<file path="src/rtl/div_seq_op.sv">
// Multi-cycle restoring divider for DIV: one trial subtraction per cycle, start/done handshake.
// Define DIV_SIGNED_EN for two's-complement operands; otherwise operands are unsigned.
module div_seq_op #(
  parameter int unsigned WIDTH = 32
) (
  input  logic             clk,
  input  logic             clr,
  input  logic             start,
  input  logic [WIDTH-1:0] A_reg,
  input  logic [WIDTH-1:0] B_reg,
  output logic             busy,
  output logic             done,
  output logic             div_by_zero,
  output logic [WIDTH-1:0] quot_out,
  output logic [WIDTH-1:0] rem_out
);

  localparam int unsigned CntW = $clog2(WIDTH) + 1;

  typedef enum logic [1:0] {StIdle, StRun, StFix, StZdiv} state_e;

  state_e           state_q, state_d;
  logic [CntW-1:0]  cnt_q, cnt_d;
  logic [WIDTH-1:0] p_q, p_d, q_q, q_d, b_q, b_d;
  logic [WIDTH-1:0] quot_d, rem_d;
  logic             busy_d, done_d, dbz_d;
  logic [WIDTH-1:0] a_mag, b_mag, quot_fix, rem_fix;
  logic [WIDTH:0]   s, diff;

`ifdef DIV_SIGNED_EN
  logic sign_a_q, sign_a_d, neg_q_q, neg_q_d;

  assign a_mag    = A_reg[WIDTH-1] ? -A_reg : A_reg;
  assign b_mag    = B_reg[WIDTH-1] ? -B_reg : B_reg;
  assign quot_fix = neg_q_q ? -q_q : q_q;
  assign rem_fix  = sign_a_q ? -p_q : p_q;

  always_ff @(posedge clk) begin
    if (clr) begin
      sign_a_q <= 1'b0;
      neg_q_q  <= 1'b0;
    end else begin
      sign_a_q <= sign_a_d;
      neg_q_q  <= neg_q_d;
    end
  end

  always_comb begin
    sign_a_d = sign_a_q;
    neg_q_d  = neg_q_q;
    if (state_q == StIdle && start) begin
      sign_a_d = A_reg[WIDTH-1];
      neg_q_d  = A_reg[WIDTH-1] ^ B_reg[WIDTH-1];
    end
  end
`else
  assign a_mag    = A_reg;
  assign b_mag    = B_reg;
  assign quot_fix = q_q;
  assign rem_fix  = p_q;
`endif

  // MSB of the (WIDTH+1)-bit difference is set exactly when the trial subtraction underflows.
  assign s    = {p_q, q_q[WIDTH-1]};
  assign diff = s - {1'b0, b_q};

  always_ff @(posedge clk) begin
    if (clr) begin
      state_q     <= StIdle;
      cnt_q       <= '0;
      p_q         <= '0;
      q_q         <= '0;
      b_q         <= '0;
      busy        <= 1'b0;
      done        <= 1'b0;
      div_by_zero <= 1'b0;
      quot_out    <= '0;
      rem_out     <= '0;
    end else begin
      state_q     <= state_d;
      cnt_q       <= cnt_d;
      p_q         <= p_d;
      q_q         <= q_d;
      b_q         <= b_d;
      busy        <= busy_d;
      done        <= done_d;
      div_by_zero <= dbz_d;
      quot_out    <= quot_d;
      rem_out     <= rem_d;
    end
  end

  always_comb begin
    state_d = state_q;
    cnt_d   = cnt_q;
    p_d     = p_q;
    q_d     = q_q;
    b_d     = b_q;
    busy_d  = busy;
    done_d  = 1'b0;
    dbz_d   = div_by_zero;
    quot_d  = quot_out;
    rem_d   = rem_out;
    unique case (state_q)
      StIdle: begin
        if (start) begin
          busy_d = 1'b1;
          dbz_d  = 1'b0;
          b_d    = b_mag;
          cnt_d  = '0;
          p_d    = '0;
          if (B_reg == '0) begin
            // Raw dividend is kept so ZDIV can return it unchanged as the remainder.
            q_d     = A_reg;
            state_d = StZdiv;
          end else begin
            q_d     = a_mag;
            state_d = StRun;
          end
        end
      end
      StRun: begin
        if (!diff[WIDTH]) begin
          p_d = diff[WIDTH-1:0];
          q_d = {q_q[WIDTH-2:0], 1'b1};
        end else begin
          p_d = s[WIDTH-1:0];
          q_d = {q_q[WIDTH-2:0], 1'b0};
        end
        cnt_d = cnt_q + 1'b1;
        if (cnt_q == CntW'(WIDTH - 1)) state_d = StFix;
      end
      StFix: begin
        quot_d  = quot_fix;
        rem_d   = rem_fix;
        done_d  = 1'b1;
        busy_d  = 1'b0;
        state_d = StIdle;
      end
      StZdiv: begin
        quot_d  = '0;
        rem_d   = q_q;
        dbz_d   = 1'b1;
        done_d  = 1'b1;
        busy_d  = 1'b0;
        state_d = StIdle;
      end
      default: state_d = StIdle;
    endcase
  end

endmodule
</file>
<file path="config.mk">
export PLATFORM = sky130hd
export DESIGN_NAME = div_seq_op
export DESIGN_NICKNAME = d
export VERILOG_FILES = /design/src/rtl/div_seq_op.sv
export SDC_FILE = /design/constraint.sdc
export NUM_CORES = 1
export LEC_CHECK = 0
export ABC_AREA = 0
export ABC_CLOCK_PERIOD_IN_PS = 6950
export BUFFER_PORTS_ARGS = -buffer_cell sky130_fd_sc_hd__buf_2
export CAP_MARGIN = 40
export CORE_MARGIN = 10
export CORE_UTILIZATION = 60
export DETAILED_ROUTE_END_ITERATION = 12
export MAX_ROUTING_LAYER = met4
export PLACE_DENSITY = 0.83
export REMOVE_ABC_BUFFERS = 1
export SLEW_MARGIN = 20
export SYNTH_ARGS = -nofsm -noshare
export SYNTH_HDL_FRONTEND = slang
export SYNTH_SLANG_ARGS = --single-unit
</file>
<file path="constraint.sdc">
create_clock -name clk -period 6.95 [get_ports clk]
set_clock_uncertainty 0.15 [all_clocks]
set_input_delay 1.39 -clock clk [delete_from_list [all_inputs] [get_ports clk]]
set_output_delay 1.39 -clock clk [all_outputs]
set_load 0.01 [all_outputs]
</file>
==> impl.org, run 1 <==
** Outcome
- The run finished with clean final reports.

** Critical path
- The worst setup path is launched from a flip-flop.
- For the worst setup path, the data required time is 7.09 ns.
- The slowest stage of the critical path is the sky130_fd_sc_hd__or4_4 cell.
- In this run the register-to-register setup slack is 3.35 ns.
- Maximum fanout along the worst path :: 23
- The critical path contains buffers and inverters numbering 3 combined.
- Crit-path most repeated cell :: sky130_fd_sc_hd__inv_1
- The largest single stage delay on the critical path is 0.56 ns.
- Critical register-to-register path endpoint :: p_q[11]
- The worst register-to-register path has a depth of 13.
- Arrival time reported for the critical path endpoint :: 3.75 ns
- Cell Chain, Critical Path :: inv_1, ha_1, inv_1, fa_1, a21o_1, a221o_1, nand3_2, a311oi_1, or4_4, nand4_4, buf_12, mux2i_1, o21ai_0
- R2R Path Start :: q_q[31]
- Kind of end point of the critical path :: flip-flop
- Category of the most critical setup path :: flip-flop to flip-flop
- Gate family responsible for the most delay along the worst path :: simple AND/OR/NAND/NOR gates

** CTS
- The tree is rooted in a sky130_fd_sc_hd__clkbuf_16.
- Clock-pin slew was measured on the worst setup and hold paths at 0.06 ns.
- Post-CTS repair timing setup buffer count :: 0
- CTS buffer count :: 17
- For this design, the CTS-stage hold fixing added 0 buffers.
- The H-tree was split into 4 levels.
- Number of sinks on the clock net :: 171
- The longest clock path from root to sink contains 2 buffers.
- In this run, post-CTS repair resized a total of 0 instances.
- Worst skew pair latency :: 0.44 ns
- TritonCTS built the clock tree.

** Die
- Standard-cell rows :: 44
- For this configuration, the core starts out at a cell density of 61.26%.
- Floorplan die width :: 141.8 um
- Core box area :: 14,530 um2
- Total die area :: 20,110 um2
- 134 I/O pins were placed.
- Height of the chip :: 141.8 um

** Cells and area
- The finished cells cover 10,190 um2.
- The final layout contains 1,302 nets.
- Antenna cells :: 0
- Leading cell type in the layout, fill and taps excluded :: sky130_fd_sc_hd__nand2_1
- Of the cells placed in the final design, the portion with a size suffix greater than 1 is 15.90%.
- Once layout is complete, the utilization of the core stands at 70.08%.
- From synthesis to final layout, the design area changed by 14.40%.
- The library cells used most frequently in the layout, excluding fill and tap cells, are sky130_fd_sc_hd__nand2_1, sky130_fd_sc_hd__dfxtp_1, sky130_fd_sc_hd__buf_2.

** Yosys
- Area share of the largest cell type after synthesis :: 38.45%
- The mapped netlist covers 8904 um2.
- Counting flops with an async set or reset pin after synthesis yields a share of 0%.
- Dividing the synthesized area by the synthesized cell count gives 7.957 um2.
- Flop and latch count out of synthesis :: 171
- Summing the areas of all xor and xnor instances in the mapped netlist gives 2.361% of the synthesized area.
- Summing the areas of all compound-gate instances in the mapped netlist gives 20.21% of the synthesized area.
- Yosys mapped a number of flops with a built-in enable equal to 0.
- Dominant cell type by area after synthesis :: sky130_fd_sc_hd__dfxtp_1
- Gate count after technology mapping :: 1,119
- Simple logic cell fraction of the synthesized area :: 21.44%
- Share of synthesized cell area in full adder, half adder and majority cells :: 4.862%
- For this run, the number of Yosys warnings is 0.
- Synthesis instantiated 64 different standard cells from the library.
- After synthesis, the largest family of logic cells by area is simple AND/OR/NAND/NOR gates.
- After synthesis, the share of cell area in mux cells is 6.521%.
- For this run, the register share of the synthesized area comes to 38.45%.
- By area the synthesized netlist is led by sky130_fd_sc_hd__dfxtp_1, sky130_fd_sc_hd__nand2_1, sky130_fd_sc_hd__mux2i_1.
- Among all flip-flop cells after synthesis, the most frequent one is sky130_fd_sc_hd__dfxtp_1.

** STA
- Max-slew violation count :: 0
- Headroom to the max-slew limit came out at 41.18%.
- Worst Hold Margin :: 0.3027 ns
- Final-layout setup total negative slack :: 0 ns
- Least-Margin Pin Slew :: 0.8743 ns
- Top achievable clock speed :: 0.2774 GHz
- Setup violations remaining at the end of the flow were counted as 0.
- The number of hold violations in the final report is 0.
- Final critical delay including setup and external delays :: 3.605 ns
- In the finished design, the share of the clock period the worst path needs comes to 51.86%.
- RSZ-0062 raised after global routing :: no

** Power
- Cell leakage power :: 4.108 nW
- The design draws 0.004120 W.
- Peak supply drop :: 0.2880 mV
- Cell Pwr Density :: 404.5 nW/um2

** Hold path
- Path type of the worst min-delay path :: flip-flop to flip-flop
- The path with the worst hold slack has its endpoint at b_q[1].
- Hold Path Depth :: 2
- In this run the most critical hold path is launched from b_q[1].

** Route
- Number of vias per cell after detailed routing :: 5.892
- Detailed-router iteration count before antenna repair :: 6
- Across all layers, the routed design uses 8,237 vias.
- The final layout contains routed wiring with a total length of 23,690 um.
- Residual antenna-violating net count after detailed routing :: 0
- For this block, the initial DRC count from the detailed router was 688.
- For this run, design rule violations remaining after detail routing come to 0.
- After detailed routing, the average wire length per cell comes to 16.94 um.

** Global routing
- Met2 track demand over resource in global routing :: 35.53%
- Total Routing Usage GR :: 23.51%
- The first global-routing pass estimated 38,580 um of wire.
- In this run the most used layer during global routing was met2.
- Via count of the first global-routing pass :: 7,781
- The total overflow left after global routing is 0.
- Global routing used 30.54% of the available met1 tracks.
- Entering global routing, the biggest net connects 102 pins.
- Met3 Usage GRT :: 5.474%
- Number of antenna violations at the first check in global routing :: 0

** Placement
- Detailed placement HPWL :: 16,190 um
- Once placement finished, the instance area stood at 9565 um2.
- Number of input and output port buffers inserted :: 133
- Final weighted congestion in routability-driven placement :: 0.9698

** Run
- Max-cap violations :: 0
per-stage QoR:
| stage | setup WS, ns | cells |
|---|---|---|
| 2_1_floorplan | 1.448 | 1036 |
| 3_3_place_gp | 3.367 | 1361 |
| 3_5_place_dp | 3.464 | 1365 |
| 4_1_cts | 3.365 | 1397 |
| 5_1_grt | 3.164 | 1398 |
| 6_report | 3.345 | 1398 |
routing by layer:
| metal | routed length, um | vias up |
|---|---|---|
| li1 | - | 4101 |
| met1 | 10910 | 3872 |
| met2 | 10890 | 231 |
| met3 | 1405 | 33 |
| met4 | 487 | 0 |
| met5 | 0 | - |
how the worst max path moves through the flow:
| stage | startpoint | to | slack (ns) | cells past startpoint |
|---|---|---|---|---|
| floorplan | state_q[1] | p_q[30] | 1.45 | 6 |
| global placement | start | p_q[17] | 3.37 | 7 |
| detailed placement | q_q[31] | p_q[30] | 3.46 | 13 |
| CTS | q_q[31] | p_q[11] | 3.36 | 13 |
| global route | q_q[31] | p_q[11] | 3.16 | 13 |
| finish | q_q[31] | p_q[11] | 3.35 | 13 |
cell type report:
class                           count  area, um2
Inverter                           46      172.7
Sequential cell                   171       3428
Clock inverter                     13      140.1
Clock buffer                       19      452.9
Tap cell                          184      230.2
Fill cell                        1236       4348
Multi-Input combinational cell    819       4943
Timing Repair Buffer              146      818.3
kinds of logic after synthesis:
kind of cell,after synthesis
flip-flops,171
adder cells (fa/ha/maj),34
XOR/XNOR,24
AO/OA/AOI/OAI,281
multiplexers,58
buffers and inverters,129
AND/OR/NAND/NOR,422
worst min-delay path, delay by kind of cell, from the launching register on:
kind / cells / cell delay (ns)
flops: 1 / 0.31
compound gates: 1 / 0.05
simple gates: 1 / 0.05
synth_stat cells (all sizes together) (5+ instances only):
master	number
a211oi	36
a21o	8
a21oi	103
a311oi	28
a31oi	7
and2	5
buf	17
clkbuf	66
dfxtp	171
ha	33
inv	45
mux2i	58
nand2	178
nand2b	41
nand3	43
nand4	6
nor2	102
nor3	14
nor4	14
o211ai	10
o21a	6
o21ai	50
xnor2	16
xor2	8
where the power goes:
group	internal [W]	switching [W]
sequential	0.00107	0.0000995
combinational	0.000871	0.00112
clock	0.000550	0.000408
total	0.00249	0.00163
registers in the layout, indices dropped and copies added (netlist names):
name,cells
b_q,32
busy,1
cnt_q,6
div_by_zero,1
done,1
p_q,32
q_q,32
quot_out,32
rem_out,32
state_q,2
No activity file was read; power rests on OpenSTA's default activity.
==> inputs of run 2 (changes only) <==
--- a/config.mk
+++ b/config.mk
@@ -5,15 +5,15 @@
 export SDC_FILE = /design/constraint.sdc
 export NUM_CORES = 1
 export LEC_CHECK = 0
-export ABC_AREA = 0
-export ABC_CLOCK_PERIOD_IN_PS = 6950
+export ABC_AREA = 1
+export ABC_CLOCK_PERIOD_IN_PS = 2900
 export BUFFER_PORTS_ARGS = -buffer_cell sky130_fd_sc_hd__buf_2
 export CAP_MARGIN = 40
 export CORE_MARGIN = 10
-export CORE_UTILIZATION = 60
+export CORE_UTILIZATION = 53
 export DETAILED_ROUTE_END_ITERATION = 12
 export MAX_ROUTING_LAYER = met4
-export PLACE_DENSITY = 0.83
+export PLACE_DENSITY = 0.77
 export REMOVE_ABC_BUFFERS = 1
 export SLEW_MARGIN = 20
 export SYNTH_ARGS = -nofsm -noshare
==> constraint.sdc (replaced) <==
create_clock -name clk -period 2.9 [get_ports clk]
set_clock_uncertainty 0.15 [all_clocks]
set_input_delay 0.58 -clock clk [delete_from_list [all_inputs] [get_ports clk]]
set_output_delay 0.58 -clock clk [all_outputs]
set_load 0.01 [all_outputs]
==> run 2 against run 1 <==
Net effect: sequential cell count unchanged; register-to-register slack worse by 3.2 ns; combinational power up 53%; worst setup slack worse by 3.2 ns; worst hold slack worse by 0.021 ns; via count is 18% higher; sequential share of layout area shrank 3.6 points; clock power rose to 2.6 times the previous value; area after synthesis is 12% higher; routed wire length is 15% higher; critical path type unchanged; largest cell class unchanged; largest power group unchanged.
==> impl.org, run 2 <==
** Cells and area
- Top library cells by usage in the layout, fill and taps aside: sky130_fd_sc_hd__nand2_1, sky130_fd_sc_hd__inv_1, sky130_fd_sc_hd__dfxtp_1 (was sky130_fd_sc_hd__nand2_1, sky130_fd_sc_hd__dfxtp_1, sky130_fd_sc_hd__buf_2).
- The ratio of cells with drive above 1 in the final layout was 15.65% (was 15.90%).
- The final non-filler cell area is 11,410 um2 (was 10,190 um2).
- Count of nets after finishing :: 1,705 (was 1,302)
- The most common library cell in the layout ignoring fill and taps was sky130_fd_sc_hd__nand2_1 (unchanged).
- Fillcell total :: 1,766 (was 1,236)
- Fin cells :: 1,851 (was 1,398)
- Sequential cell area :: 3428 um2 (unchanged)
- Area taken by multi-input logic gates :: 5254 um2 (was 4943 um2)
- Antenna cells :: 0 (unchanged)
- The final design utilization came to 61.39% (was 70.08%).
- Area Overhead vs Synth :: 14.48% (was 14.40%)

** Global routing
- Number of antenna violations at the first check in global routing :: 0 (unchanged)
- Met1 GRT Util :: 29.89% (was 30.54%)
- The via count of the first global-routing pass was 8,803 (was 7,781).
- The first-pass GRT wire length came to 43,890 um (was 38,580 um).
- The global routing's busiest layer was met2 (unchanged).
- Largest net degree at the start of global routing :: 72 (was 102)
- The global-route met2 utilization came to 35.24% (was 35.53%).
- The met3 usage in global routing came to 3.739% (was 5.474%).
- The total track usage was 22.46% (was 23.51%).
- Remaining Overflow, GRT :: 0 (unchanged)

** Yosys
- The area share of the leading cell type in the synthesized netlist was 34.35% (was 38.45%).
- The per-instance average area after synthesis came to 6.599 um2 (was 7.957 um2).
- The biggest area consumer among synthesized cells is sky130_fd_sc_hd__dfxtp_1 (unchanged).
- The count of flip-flops with a built-in enable after synthesis was 0 (unchanged).
- The post-synthesis cell count is 1,510 (was 1,119).
- The fraction of the yosys area taken by sequential cells was 34.35% (was 38.45%).
- Most common library cells after synthesis :: sky130_fd_sc_hd__nand2_1, sky130_fd_sc_hd__inv_1, sky130_fd_sc_hd__dfxtp_1 (was sky130_fd_sc_hd__nand2_1, sky130_fd_sc_hd__dfxtp_1, sky130_fd_sc_hd__a21oi_1)
- Simple logic cell fraction of the synthesized area :: 26.54% (was 21.44%)
- Dominant combinational cell family by area after synthesis :: simple AND/OR/NAND/NOR gates (unchanged)
- Synth async-reset ratio :: 0% (unchanged)
- The cell area after synthesis came to 9965 um2 (was 8904 um2).
- Synth Area in Compound Gates :: 20.42% (was 20.21%)
- The synthesized-area fraction occupied by xor and xnor cells is 1.318% (was 2.361%).
- Flop and latch count out of synthesis :: 171 (unchanged)
- Share of synthesized cell area in full adder, half adder and majority cells :: 4.345% (was 4.862%)
- Multiplexer fraction of the synthesized cell area :: 0% (was 6.521%)
- Number of warnings reported in the yosys synthesis log :: 0 (unchanged)
- Top FF cell, synth :: sky130_fd_sc_hd__dfxtp_1 (unchanged)
- Cell types occupying the most area after synthesis: sky130_fd_sc_hd__dfxtp_1, sky130_fd_sc_hd__nand2_1, sky130_fd_sc_hd__inv_1 (was sky130_fd_sc_hd__dfxtp_1, sky130_fd_sc_hd__nand2_1, sky130_fd_sc_hd__mux2i_1).
- Unique cell type count in the Yosys netlist :: 43 (was 64)
- The most instantiated library cell after synthesis is sky130_fd_sc_hd__nand2_1 (unchanged).

** Outcome
- Status :: finished clean (unchanged)

** Route
- The routed wire length per instance is 14.76 um (was 16.94 um).
- Residual antenna-violating net count after detailed routing :: 0 (unchanged)
- Iter 0 DRT Violations :: 683 (was 688)
- The total number of vias is 9,710 (was 8,237).
- The total routed wirelength came to 27,320 um (was 23,690 um).
- The residual DRC count came to 0 (unchanged).
- The number of iterations in the first detailed-routing pass was 5 (was 6).
- The via density per instance was 5.246 (was 5.892).

** Critical path
- Cell Chain, Critical Path: inv_1, ha_1, inv_1, fa_1, nand2_1, nand2_1, nand3_2, nand2_2, nand2_2, nand2_4, nand2_4, nand3_2, nand2_4, nand2_2, nand2_1, nand2_1, a21oi_1 (was inv_1, ha_1, inv_1, fa_1, a21o_1, a221o_1, nand3_2, a311oi_1, or4_4, nand4_4, buf_12, mux2i_1, o21ai_0).
- The arrival time reported for the critical path endpoint came to 2.92 ns (was 3.75 ns).
- The worst-path maximum fanout came to 33 (was 23).
- Master of the slowest instance on the critical path :: sky130_fd_sc_hd__fa_1 (was sky130_fd_sc_hd__or4_4)
- Gate family responsible for the most delay along the worst path :: simple AND/OR/NAND/NOR gates (unchanged)
- Kind of end point of the critical path :: flip-flop (unchanged)
- The nature of the critical path startpoint is a flip-flop (unchanged).
- Slowest stage delay, CP :: 0.42 ns (was 0.56 ns)
- Buf/Inv on CP :: 2 (was 3)
- Category of the most critical setup path :: flip-flop to flip-flop (unchanged)
- Crit-path most repeated cell :: sky130_fd_sc_hd__nand2_1 (was sky130_fd_sc_hd__inv_1)
- The data required time at the worst endpoint is 3.11 ns (was 7.09 ns).

** Power
- The cell-internal power is 0.004992 W (was 0.002489 W).
- Cell Pwr Density :: 723.4 nW/um2 (was 404.5 nW/um2)
- The net switching share of the total power was 39.51% (was 39.60%).
- The switching power came to 0.003260 W (was 0.001632 W).
- Reg power frac :: 33.2% (was 28.3%)
- Peak supply drop :: 0.4696 mV (was 0.2880 mV)
- The clock network fraction of design power was 29.9% (was 23.3%).
- The share of power burned in combinational logic was 36.9% (was 48.4%).
- Cell leakage power :: 5.711 nW (was 4.108 nW)

** CTS
- The total of cells resized after clock tree synthesis was 0 (unchanged).
- CTS clock-pin slew for the worst setup and hold paths :: 0.07 ns (was 0.06 ns)
- The maximum clock path buffer count was 2 (unchanged).
- CTS buffer count :: 17 (unchanged)
- CTS root buf :: sky130_fd_sc_hd__clkbuf_16 (unchanged)
- TritonCTS clock tree :: done (unchanged)
- Post-CTS repair timing setup buffer count :: 0 (unchanged)
- Worst skew pair latency :: 0.44 ns (about the same)
- Number of sinks on the clock net :: 171 (unchanged)
- The number of buffers inserted for hold repair after clock tree synthesis came to 0 (unchanged).
- The H-tree depth reported by CTS is 4 (unchanged).

** Die
- Floorplan die width :: 157.1 um (was 141.8 um)
- Effective utilization at floorplan :: 53.63% (was 61.26%)
- Height of the chip :: 157.1 um (was 141.8 um)
- I/O pin count :: 134 (unchanged)
- Standard-cell rows :: 50 (was 44)
- The die area was 24,690 um2 (was 20,110 um2).
- The area of the placeable core came to 18,580 um2 (was 14,530 um2).

** Run
- Max-cap violations :: 0 (unchanged)

** STA
- Worst slew slack as a fraction of its limit :: 57.75% (was 41.18%)
- The final-report setup violation count was 0 (unchanged).
- The final critical-path share of the clock period was 93.54% (was 51.86%).
- The clock period minus worst slack was 2.713 ns (was 3.605 ns).
- Max-slew violation count :: 0 (unchanged)
- The maximum clock rate came to 0.3687 GHz (was 0.2774 GHz).
- The number of hold violations in the final report was 0 (unchanged).
- RSZ-0062 raised after global routing :: no (unchanged)
- The slew of the pin with the lowest slew margin came to 0.6338 ns (was 0.8743 ns).

** Placement
- Placed insts :: 1,819 (was 1,365)
- Detailed placement HPWL :: 20,770 um (was 16,190 um)
- Number of input and output port buffers inserted :: 133 (unchanged)
- Standard cell area after detailed placement :: 10,780 um2 (was 9565 um2)
- Final weighted congestion in routability-driven placement :: 0.9172 (was 0.9698)

** Hold path
- The type of the worst min-delay path is primary input to flip-flop (was flip-flop to flip-flop).
==> run 2: kinds of logic (layout without fill, tap and decap cells) <==
kind of cell	after synthesis	count (layout)
flip-flops	171	171
AND/OR/NAND/NOR	603	603
AO/OA/AOI/OAI	356	356
buffers and inverters	331	438
XOR/XNOR	15	15
adder cells (fa/ha/maj)	34	34
==> run 2: final cells by class <==
cell class | count | area share (%)
inverters | 257 | 8.468
multi-input cells | 1008 | 46.06
clock buffers | 19 | 3.971
well taps | 234 | 2.567
flip-flops and latches | 171 | 30.05
clock inverters | 13 | 1.558
repair buffers | 149 | 7.327
==> run 2: worst paths after layout <==
path | from | to | slack, ns | cells past startpoint
setup / recovery | q_q[31] | p_q[30] | 0.19 | 17
hold / removal | A_reg[4] | q_q[4] | 0.28 | 3
setup reg to reg | q_q[31] | p_q[30] | 0.19 | 17
hold reg to reg | b_q[31] | b_q[31] | 0.31 | 2
==> run 2: metrics by stage <==
stage	power (W)	setup TNS (ns)	setup WS, ns	hold WS, ns
finish	0.008252	0	0.1875	0.2821
global route	0.008774	0	0.02565	0.2817
CTS	0.008240	0	0.2249	0.2691
detailed placement	0.005787	0	0.2581	0.3027
global placement	0.005739	0	0.3398	0.2960
floorplan	0.004935	-193.37	-2.494	0.2853
==> run 2: metal layers <==
metal | up-vias | share of wire [%]
met4 | 0 | 1.4
met5 | - | 0
met1 | 4325 | 47
met2 | 334 | 45
li1 | 5017 | -
met3 | 34 | 6.7
==> run 2: worst register-to-register path: stages (launching register included) <==
cell and delay, ns:
sky130_fd_sc_hd__dfxtp_1 0.34, sky130_fd_sc_hd__inv_1 0.09, sky130_fd_sc_hd__ha_1 0.15, sky130_fd_sc_hd__inv_1 0.07
sky130_fd_sc_hd__fa_1 0.42, sky130_fd_sc_hd__nand2_1 0.10, sky130_fd_sc_hd__nand2_1 0.07, sky130_fd_sc_hd__nand3_2 0.08
sky130_fd_sc_hd__nand2_2 0.09, sky130_fd_sc_hd__nand2_2 0.09, sky130_fd_sc_hd__nand2_4 0.06, sky130_fd_sc_hd__nand2_4 0.09
sky130_fd_sc_hd__nand3_2 0.09, sky130_fd_sc_hd__nand2_4 0.33, sky130_fd_sc_hd__nand2_2 0.16, sky130_fd_sc_hd__nand2_1 0.09
sky130_fd_sc_hd__nand2_1 0.05, sky130_fd_sc_hd__a21oi_1 0.13
==> run 2: power by group through the flow <==
stage          registers [W]  clock network (W)  logic, W
3_5_place_dp         0.00278                  0   0.00300
6_report             0.00274            0.00247   0.00305
2_1_floorplan        0.00277                  0   0.00217
4_1_cts              0.00273            0.00249   0.00302
3_3_place_gp         0.00278                  0   0.00296
5_1_grt              0.00276            0.00258   0.00343
